**src/rtl/useq_pkg.sv**
```systemverilog
// Shared types and width helpers for the microcode sequencer.
package useq_pkg;

    typedef enum logic [2:0] {
        NEXT     = 3'd0,
        JUMP     = 3'd1,
        BR_Z     = 3'd2,
        DISPATCH = 3'd3,
        WAIT     = 3'd4,
        CALL     = 3'd5,
        RET      = 3'd6,
        FETCH    = 3'd7
    } next_e;

    // Index width for n items, never narrower than one bit.
    function automatic int clog2_min1(input int n);
        return (n <= 2) ? 1 : $clog2(n);
    endfunction

endpackage

```
**src/rtl/useq_if.sv**
```systemverilog
// Microword sequencing fields, dispatch-RAM write port and sequencer status.
interface useq_if
    import useq_pkg::*;
#(
    parameter int UPC_W       = 8,
    parameter int OPC_W       = 7,
    parameter int NUM_TBL     = 2,
    parameter int STACK_DEPTH = 4
);
    localparam int TBL_W   = clog2_min1(NUM_TBL);
    localparam int DEPTH_W = $clog2(STACK_DEPTH + 1);

    next_e              next_sel;
    logic [UPC_W-1:0]   target;
    logic [TBL_W-1:0]   tbl_sel;
    logic [OPC_W-1:0]   opcode;
    logic               alu_zero;
    logic               mem_busy;
    logic               disp_we;
    logic [TBL_W-1:0]   disp_tbl;
    logic [OPC_W-1:0]   disp_opc;
    logic [UPC_W-1:0]   disp_data;
    logic [UPC_W-1:0]   upc;
    logic               stall;
    logic [DEPTH_W-1:0] depth;
    logic               err_ovf;
    logic               err_unf;

    modport master (
        output next_sel, target, tbl_sel, opcode, alu_zero, mem_busy,
               disp_we, disp_tbl, disp_opc, disp_data,
        input  upc, stall, depth, err_ovf, err_unf
    );

    modport slave (
        input  next_sel, target, tbl_sel, opcode, alu_zero, mem_busy,
               disp_we, disp_tbl, disp_opc, disp_data,
        output upc, stall, depth, err_ovf, err_unf
    );

endinterface

```
**src/rtl/useq_stack.sv**
```systemverilog
// Return-address LIFO for micro-subroutines; flush has priority over push/pop.
// Latency: push/pop/flush take effect on the next rising edge; dout is combinational top-of-stack.
// Backpressure: none; push when full and pop when empty are ignored, caller checks full/empty.
module useq_stack
    import useq_pkg::*;
#(
    parameter int UPC_W       = 8,
    parameter int STACK_DEPTH = 4,
    parameter int DEPTH_W     = $clog2(STACK_DEPTH + 1)
) (
    input  logic               clk,
    input  logic               reset,
    input  logic               push,
    input  logic               pop,
    input  logic               flush,
    input  logic [UPC_W-1:0]   din,
    output logic [UPC_W-1:0]   dout,
    output logic [DEPTH_W-1:0] depth,
    output logic               full,
    output logic               empty
);
    localparam int PTR_W = clog2_min1(STACK_DEPTH);

    logic [UPC_W-1:0] mem [STACK_DEPTH];

    assign full  = (depth == DEPTH_W'(STACK_DEPTH));
    assign empty = (depth == '0);
    assign dout  = mem[PTR_W'(depth - DEPTH_W'(1))];

    always_ff @(posedge clk or posedge reset) begin
        if (reset) begin
            depth <= '0;
        end else if (flush) begin
            depth <= '0;
        end else if (push && !full) begin
            depth <= depth + DEPTH_W'(1);
        end else if (pop && !empty) begin
            depth <= depth - DEPTH_W'(1);
        end
    end

    // Entry storage needs no reset: depth alone defines which entries are live.
    always_ff @(posedge clk) begin
        if (push && !full && !flush) begin
            mem[PTR_W'(depth)] <= din;
        end
    end

endmodule

```
**src/rtl/useq.sv**
```systemverilog
// Microcode sequencer: registers the next microcode address from the microword sequencing op.
// Latency: one cycle from microword decision to new upc; one microword per cycle.
// Backpressure: WAIT holds upc and raises stall while mem_busy is high.
module useq
    import useq_pkg::*;
#(
    parameter int               UPC_W       = 8,
    parameter int               OPC_W       = 7,
    parameter int               NUM_TBL     = 2,
    parameter int               STACK_DEPTH = 4,
    parameter logic [UPC_W-1:0] RESET_UPC   = '0,
    parameter logic [UPC_W-1:0] TRAP_UPC    = {UPC_W{1'b1}}
) (
    input  logic  clk,
    input  logic  reset,
    useq_if.slave bus
);
    localparam int DEPTH_W = $clog2(STACK_DEPTH + 1);

    logic [UPC_W-1:0]   disp_ram [NUM_TBL][2**OPC_W];
    logic [UPC_W-1:0]   upc_q;
    logic [UPC_W-1:0]   upc_inc;
    logic [UPC_W-1:0]   upc_nxt;
    logic [UPC_W-1:0]   stk_dout;
    logic [DEPTH_W-1:0] stk_depth;
    logic               stk_full;
    logic               stk_empty;
    logic               push;
    logic               pop;
    logic               flush;
    logic               set_ovf;
    logic               set_unf;
    logic               err_ovf_q;
    logic               err_unf_q;

    useq_stack #(
        .UPC_W       (UPC_W),
        .STACK_DEPTH (STACK_DEPTH),
        .DEPTH_W     (DEPTH_W)
    ) u_stack (
        .clk   (clk),
        .reset (reset),
        .push  (push),
        .pop   (pop),
        .flush (flush),
        .din   (upc_inc),
        .dout  (stk_dout),
        .depth (stk_depth),
        .full  (stk_full),
        .empty (stk_empty)
    );

    // Writes land on the edge, so a same-cycle DISPATCH read still sees the old entry.
    always_ff @(posedge clk or posedge reset) begin
        if (reset) begin
            for (int t = 0; t < NUM_TBL; t++) begin
                for (int o = 0; o < 2**OPC_W; o++) begin
                    disp_ram[t][o] <= TRAP_UPC;
                end
            end
        end else if (bus.disp_we && (int'(bus.disp_tbl) < NUM_TBL)) begin
            disp_ram[bus.disp_tbl][bus.disp_opc] <= bus.disp_data;
        end
    end

    assign upc_inc = upc_q + UPC_W'(1);

    always_comb begin
        upc_nxt = upc_inc;
        push    = 1'b0;
        pop     = 1'b0;
        flush   = 1'b0;
        set_ovf = 1'b0;
        set_unf = 1'b0;
        case (bus.next_sel)
            NEXT:     upc_nxt = upc_inc;
            JUMP:     upc_nxt = bus.target;
            BR_Z:     upc_nxt = bus.alu_zero ? bus.target : upc_inc;
            DISPATCH: upc_nxt = (int'(bus.tbl_sel) < NUM_TBL) ?
                                disp_ram[bus.tbl_sel][bus.opcode] : TRAP_UPC;
            WAIT:     upc_nxt = bus.mem_busy ? upc_q : upc_inc;
            CALL: begin
                if (stk_full) begin
                    upc_nxt = TRAP_UPC;
                    set_ovf = 1'b1;
                end else begin
                    upc_nxt = bus.target;
                    push    = 1'b1;
                end
            end
            RET: begin
                if (stk_empty) begin
                    upc_nxt = TRAP_UPC;
                    set_unf = 1'b1;
                end else begin
                    upc_nxt = stk_dout;
                    pop     = 1'b1;
                end
            end
            FETCH: begin
                upc_nxt = RESET_UPC;
                flush   = 1'b1;
            end
            default:  upc_nxt = upc_inc;
        endcase
    end

    always_ff @(posedge clk or posedge reset) begin
        if (reset) begin
            upc_q     <= RESET_UPC;
            err_ovf_q <= 1'b0;
            err_unf_q <= 1'b0;
        end else begin
            upc_q     <= upc_nxt;
            err_ovf_q <= err_ovf_q | set_ovf;
            err_unf_q <= err_unf_q | set_unf;
        end
    end

    assign bus.upc     = upc_q;
    assign bus.stall   = (bus.next_sel == WAIT) && bus.mem_busy;
    assign bus.depth   = stk_depth;
    assign bus.err_ovf = err_ovf_q;
    assign bus.err_unf = err_unf_q;

endmodule

```
**src/flat_wrapper.sv**
```systemverilog
// flat-port wrapper written by rule: the top's interface ports become plain ports
module useq_flat import useq_pkg::*;
#(
    parameter int               UPC_W       = 8,
    parameter int               OPC_W       = 7,
    parameter int               NUM_TBL     = 2,
    parameter int               STACK_DEPTH = 4,
    parameter logic [UPC_W-1:0] RESET_UPC   = '0,
    parameter logic [UPC_W-1:0] TRAP_UPC    = {UPC_W{1'b1}}
)
  (clk, reset, bus_next_sel, bus_target, bus_tbl_sel, bus_opcode, bus_alu_zero, bus_mem_busy, bus_disp_we, bus_disp_tbl, bus_disp_opc, bus_disp_data, bus_upc, bus_stall, bus_depth, bus_err_ovf, bus_err_unf);
  useq_if #(.UPC_W(UPC_W), .OPC_W(OPC_W), .NUM_TBL(NUM_TBL), .STACK_DEPTH(STACK_DEPTH)) bus_i ();
  input  logic clk;
  input  logic reset;
  input wire logic [$bits(bus_i.next_sel)-1:0] bus_next_sel;
  input wire logic [$bits(bus_i.target)-1:0] bus_target;
  input wire logic [$bits(bus_i.tbl_sel)-1:0] bus_tbl_sel;
  input wire logic [$bits(bus_i.opcode)-1:0] bus_opcode;
  input wire logic [$bits(bus_i.alu_zero)-1:0] bus_alu_zero;
  input wire logic [$bits(bus_i.mem_busy)-1:0] bus_mem_busy;
  input wire logic [$bits(bus_i.disp_we)-1:0] bus_disp_we;
  input wire logic [$bits(bus_i.disp_tbl)-1:0] bus_disp_tbl;
  input wire logic [$bits(bus_i.disp_opc)-1:0] bus_disp_opc;
  input wire logic [$bits(bus_i.disp_data)-1:0] bus_disp_data;
  output wire logic [$bits(bus_i.upc)-1:0] bus_upc;
  output wire logic [$bits(bus_i.stall)-1:0] bus_stall;
  output wire logic [$bits(bus_i.depth)-1:0] bus_depth;
  output wire logic [$bits(bus_i.err_ovf)-1:0] bus_err_ovf;
  output wire logic [$bits(bus_i.err_unf)-1:0] bus_err_unf;
  assign bus_i.next_sel = bus_next_sel;
  assign bus_i.target = bus_target;
  assign bus_i.tbl_sel = bus_tbl_sel;
  assign bus_i.opcode = bus_opcode;
  assign bus_i.alu_zero = bus_alu_zero;
  assign bus_i.mem_busy = bus_mem_busy;
  assign bus_i.disp_we = bus_disp_we;
  assign bus_i.disp_tbl = bus_disp_tbl;
  assign bus_i.disp_opc = bus_disp_opc;
  assign bus_i.disp_data = bus_disp_data;
  assign bus_upc = bus_i.upc;
  assign bus_stall = bus_i.stall;
  assign bus_depth = bus_i.depth;
  assign bus_err_ovf = bus_i.err_ovf;
  assign bus_err_unf = bus_i.err_unf;
  useq #(.UPC_W(UPC_W), .OPC_W(OPC_W), .NUM_TBL(NUM_TBL), .STACK_DEPTH(STACK_DEPTH), .RESET_UPC(RESET_UPC), .TRAP_UPC(TRAP_UPC)) u_core (.clk(clk), .reset(reset), .bus(bus_i));
endmodule
```
**config.mk**
```make
export PLATFORM = sky130hd
export DESIGN_NAME = useq_flat
export DESIGN_NICKNAME = d
export VERILOG_FILES = /design/src/rtl/useq_pkg.sv /design/src/rtl/useq_if.sv /design/src/rtl/useq_stack.sv /design/src/rtl/useq.sv /design/src/flat_wrapper.sv
export SDC_FILE = /design/constraint.sdc
export NUM_CORES = 2
export LEC_CHECK = 0
export ABC_AREA = 0
export CORE_MARGIN = 1
export CORE_UTILIZATION = 60
export CTS_CLUSTER_DIAMETER = 150
export DETAILED_ROUTE_END_ITERATION = 10
export PLACE_DENSITY = 0.73
export SLEW_MARGIN = 20
export SYNTH_ARGS = -nofsm -noshare
export SYNTH_HDL_FRONTEND = slang
export SYNTH_SLANG_ARGS = --single-unit
export TNS_END_PERCENT = 1
```
**constraint.sdc**
```tcl
create_clock -name clk -period 88.9 [get_ports clk]
set_clock_uncertainty 0.2 [all_clocks]
set_input_delay 13.335 -clock clk [delete_from_list [all_inputs] [get_ports clk]]
set_output_delay 13.335 -clock clk [all_outputs]
set_load 0.05 [all_outputs]
```
# After elaboration in Yosys (flattened, before gate mapping)
# Memories as Yosys holds them, arrays and structs flattened.
# Index checks and enable logic that the tools add are counted.
[word_totals] register_bits=2061 ram_bits=32 inputBits=40 out_inout_bits=14 memories=1
[memory_table] memory="u_core.u_stack.mem" depth=4 width=8 read_ports=1 rd_ports_with_merged_regs=0 wr=1 line="useq_stack.sv:24" text="logic [UPC_W-1:0] mem [STACK_DEPTH];"
[op_classes] addsub=3 magnitude_cmp=6 n_eq_ne=9 mux=30 n_bitwise=6 n_reduce_logical=12
[ops] op="$mux 1024" n=4
[ops] op="$bwmux 2048" n=1
[ops] op="$demux 1024 s1" n=1
[ops] op="$pmux 8 s8" n=1
[ops] op="$bmux 8 s7" n=1
[ops] op="$demux 8 s7" n=1
[ops] op="$mux 8" n=7
[ops] op="$ge 8x8->1 const B" n=2
[ops] op="$not 7->8" n=2
[ops] op="$eq 3x3->1 const B" n=5
[ops] op="$mux 1" n=11
[ops] op="$mux 3" n=3
[ops] op="$add 8x1->8 const B" n=1
[ops] op="$lt 8x1->1 const B" n=1
[ops] op="$eq 3x2->1 const B" n=2
[ops] op="$logic_and 1x1->1" n=6
[ops] op="$logic_not 3->1" n=2
[ops] op="$ge 2x2->1 const B" n=2
[ops] op="$not 1->2" n=2
[ops] op="$add 3x1->3 const B" n=1
[ops] op="$eq 3x1->1 const B" n=1
[ops] op="$logic_not 1->1" n=3
[ops] op="$reduce_bool 3->1" n=1
[ops] op="$sub 3x1->3 const B" n=1
[ops] op="other kinds (3)" n=4

# Depth between registers and ports, before layout
[logic_depth] depth_word=8 ltp_mapped=13 depth_no_buf=10

# By module
# A second synthesis with hierarchy kept.
[hier_totals] hier_cells=6216 hier_area_um2=98325.6
[by_module_without_submodules] mod="useq" n_inst=1 cells_each=6137 area_each_um2=96836.6 seq_area_each_um2=54061.8
[by_module_without_submodules] mod="useq_stack" n_inst=1 cells_each=79 area_each_um2=1488.9 seq_area_each_um2=1036.0

# Worst setup path after synthesis
# No wires, ideal clock.
[synth_path] path_kind="input-to-output" startpoint="in bus_next_sel[0]" endpoint="out bus_stall" t_arrival_ns=14.849 required_ns=75.365 path_slack_ns=60.516 stages=5 path_buffers=3 cell_sequence="clkbuf_1 > nor2_1 > and3_1 > buf_2 > clkbuf_1"
[synth_via] elab_chain_len=2
[synth_rtl] item="from (decl)" line="flat_wrapper.sv:15" text="input wire logic [$bits(bus_i.next_sel)-1:0] bus_next_sel;"
[synth_rtl] item="$eq 3x3->1" line="useq.sv:121" text="assign bus.stall = (bus.next_sel == WAIT) && bus.mem_busy;"
[synth_rtl] item="$logic_and 1x1->1" line="useq.sv:121"
[synth_rtl] item="to (decl)" line="flat_wrapper.sv:26" text="output wire logic [$bits(bus_i.stall)-1:0] bus_stall;"
# Every way passes these cells.

# Final worst setup path
[layout_path] startpoint="in bus_next_sel[1]" endpoint="out bus_stall"
# The elaborated chain is that of the path after synthesis.

==> metrics.md <==
| Metric | Value |
|---|---|
| Status | complete, no violations |
| Commonest cells in the netlist | mux2_2, dfstp_2, mux4_2 |
| Final Critical Period | 29.69 ns |
| Compound-Gate Fraction of Synth Area | 2.322% |
| Clk sinks | 2093 |
| Clock root buffer | clkbuf_16 |
| Post-synthesis sequential area ratio | 56.03% |
| Slew @ Worst Pin | 1.168 ns |
| Primary FF master, synth | dfstp_2 |
| Worst path required time | 75.37 ns |
| Seq pwr share | 49.1% |
| Maximum number of pins on one net before global-route repair | 186 |
| Critical Path AT | 16.16 ns |
| Count of final max-slew check failures | 0 |
| Final hold violation count | 0 |
| Clock Pin Slew Worst Setup and Hold Paths | 0.06 ns |
| Initial DRC count | 4692 |
| Worst-path cell chain | clkdlybuf4s50_1 -> nor2_1 -> and3_1 -> clkdlybuf4s50_1 |
| CP Max Fanout | 17 |
| Routed wire per std cell | 31.48 µm |
| Ranking of synthesized cells by area | dfstp_2, mux2_2, mux4_2 |
| Crit-path slowest cell | clkdlybuf4s50_1 |
| Top delay family on crit path | buffers and inverters |
| Nets | 6129 |
| GR Util All Layers | ~33% |
| Final setup vio count | 0 |
| CP most frequent cell | clkdlybuf4s50_1 |
| Startpoint Class | input pin |
| FMAX | 33.68 MHz |
| H-tree Lvls | 4 |
| Largest family of logic cells by synthesized area | multiplexers |
| Top-area cell type share of the netlist area | a little over half |
| Switching Fraction | 24.20% |
| Total negative slack | 0 ns |
| Dominant cell type by area after synthesis | dfstp_2 |
| Layout cells sized above 1 | 81.29% |
| Period utilisation layout | roughly 33% |
| Worst hold slack | between 0.2 and 0.3 ns |
| Most common cell in the synthesized netlist | mux2_2 |
| Combinational Power Share | 9.6% |
| Worst-Skew Late Latency | 0.87 ns |
| Die width | a little over 400 µm |
| Initial antenna violation count | 13 |
| Post-DP HPWL | 167100 µm |
| Rows | approximately 150 |
| Simple-gate share of the synthesized area | approximately 2.6% |
| Die area | around 170000 µm² |
| Core region area | 162800 µm² |
| Post-Synthesis Cells | 6143 |
| Ports | 54 |
| Post-DRT Antenna Nets | 0 |
| RSZ-0062 raised after global routing | false |
| Vias | 56.36k |
| CP bufs+invs | 2 |
| Hold_buf cts | 0 |
| Synth Area per Inst | 16.01 µm² |
| Setup crit end kind | output pin |
| Post-Syn Area | approximately 98000 µm² |
| First-pass GRT wire length | 398600 µm |
| Longest Clk Path Bufs | 3 |
| PortBufs | 53 |
| Die Y | 406.8 µm |
| Post-synth ARST share | 98.47% |
| Post-Route WL | between 200000 and 300000 µm |
| DRC violation count after routing | 0 |
| Post-synthesis mux area share | a little over a third |
| GRT overflow | 0 |
| Yosys warning count | 0 |
| DR vias/cell | 6.681 |
| CTS Buf Count | 214 |
| CTS resizes | 0 |
| Starting Density | 60.42% |
| TritonCTS clock tree | done |
| First-pass DRT Iterations | 5 |
| Max incr delay on CP | 0.93 ns |
| Syn nets | 6190 |
| Synth Area in Adders | 0.08906% |
| Net Sw Power | approximately 530 µW |
| Synth cell types | slightly above 80 |
| Final WS setup | 59.21 ns |
| Power Density | a little over 20 nW/µm² |
| Vias in the first global route | 58.24k |
| XOR/XNOR share of the synthesized area | 0.05344% |
| Yosys reg bits | roughly 2.1k |
| Clock power frac | 41.3% |
| Post-Place Setup Slack | 59.30 ns |
| Leak | 0.04256 µW |
| EDFF count, synth | 32 |
| Hold Path Class | reg -> reg |
| Max-slew headroom at the worst pin | 21.39% |
| Pint | roughly 1600 µW |
| GP Congestion | 0.8803 |
| Setup CP Type | in -> out |
| Maxcap violations | 0 |
| Peak VDD IR | between 0.02 and 0.025 mV |
| Number of setup buffers added after CTS | 0 |
| Area Overhead vs Synth | 9.185% |
power by group through the flow:
| stage | sequential (µW) | clock [µW] | combinational (µW) |
|---|---|---|---|
| final | 1070 | 897 | 208 |
| after global routing | 1070 | 947 | 221 |
| after CTS | 1070 | 909 | 209 |
| after detailed placement | 1080 | 0 | 208 |
| after global placement | 1080 | 0 | 203 |
| after floorplan | 1070 | 0 | 140 |
cell usage in the layout (no fill, tap or decap), types with 19 or more instances in the layout:
| master | instances |
|---|---|
| clkbuf_16 | 218 |
| clkbuf_8 | 61 |
| o221ai_1 | 25 |
| nor2_1 | 211 |
| clkinv_2 | 36 |
| buf_4 | 108 |
| and2_1 | 19 |
| clkdlybuf4s50_1 | 39 |
| o21ai_0 | 32 |
| a22oi_1 | 43 |
| clkbuf_1 | 63 |
| a21oi_1 | 45 |
| mux4_1 | 25 |
| edfxtp_1 | 32 |
| mux2_2 | 2059 |
| mux4_2 | 481 |
| nor3_1 | 42 |
| mux2i_1 | 110 |
| o22ai_1 | 84 |
| nand3_1 | 28 |
| dfstp_2 | 2048 |
| nand2_1 | 152 |
cell families (layout without fill, tap and decap cells):
group,after synthesis,after routing
AND/OR/NAND/NOR,562,562
multiplexers,2675,2675
flip-flops,2093,2093
adder cells (fa/ha/maj),7,7
other,0,1
XOR/XNOR,6,6
buffers and inverters,469,585
AO/OA/AOI/OAI,331,331
stage by stage:
stage                     utilization, %  instances  instance area [µm²]  total power (µW)
after floorplan                        -       6143                98340              1211
after global routing               65.96       8434               107400              2241
final                              65.96       8435               107400              2172
after detailed placement           61.62       8040               100300              1287
after global placement             61.61       8040               100300              1279
after CTS                          65.93       8433               107300              2184
per-layer routing:
metal | track usage [%] | wire [µm]
met2 | 48.62 | 120200
met1 | 47.03 | 113100
met3 | 7.834 | 20640
met4 | 13.40 | 11390
met5 | 0 | 211
final cells by class:
class                   instances  area [µm²]
repair buffers                175        1615
clock inverters                59       590.6
diodes                          1       2.502
inverters                      17       71.32
flip-flops and latches       2093       55100
well taps                    2175        2721
multi-input cells            3581       40850
fillers                     11150       55400
clock buffers                 334        6421
sequential cells by signal, summed over array words and instances, names as in the netlist:
register and count:
u_core.u_stack.depth 3, u_core.bus.upc 8, u_core.bus.err_ovf 1, u_core.bus.err_unf 1, u_core.disp_ram 2048, u_core.u_stack.mem 32
path summary, 6_finish.rpt:
| path | start | end | slack (ns) | depth (start not counted) |
|---|---|---|---|---|
| min in group asynchronous | reset | u_core.bus.err_unf | 12.77 | 2 |
| worst max register to register | u_core.disp_ram[134] | u_core.bus.upc[6] | 85.27 | 7 |
| worst min-delay path | u_core.bus.err_ovf | u_core.bus.err_ovf | 0.28 | 1 |
| max in group asynchronous | reset | u_core.disp_ram[1038] | 71.12 | 7 |
| worst min register to register | u_core.bus.err_ovf | u_core.bus.err_ovf | 0.28 | 1 |
| worst max-delay path | bus_next_sel[1] | bus_stall | 59.21 | 4 |
worst reg2reg max path: stages, from the launching register on:
cell	delay, ns
dfstp_2	0.37
mux4_2	0.48
mux2i_1	0.23
o22a_1	0.29
nand4_1	0.29
nor3_1	0.94
nor3_2	0.31
a221o_1	0.40
Power figures use the tool's default switching activity.
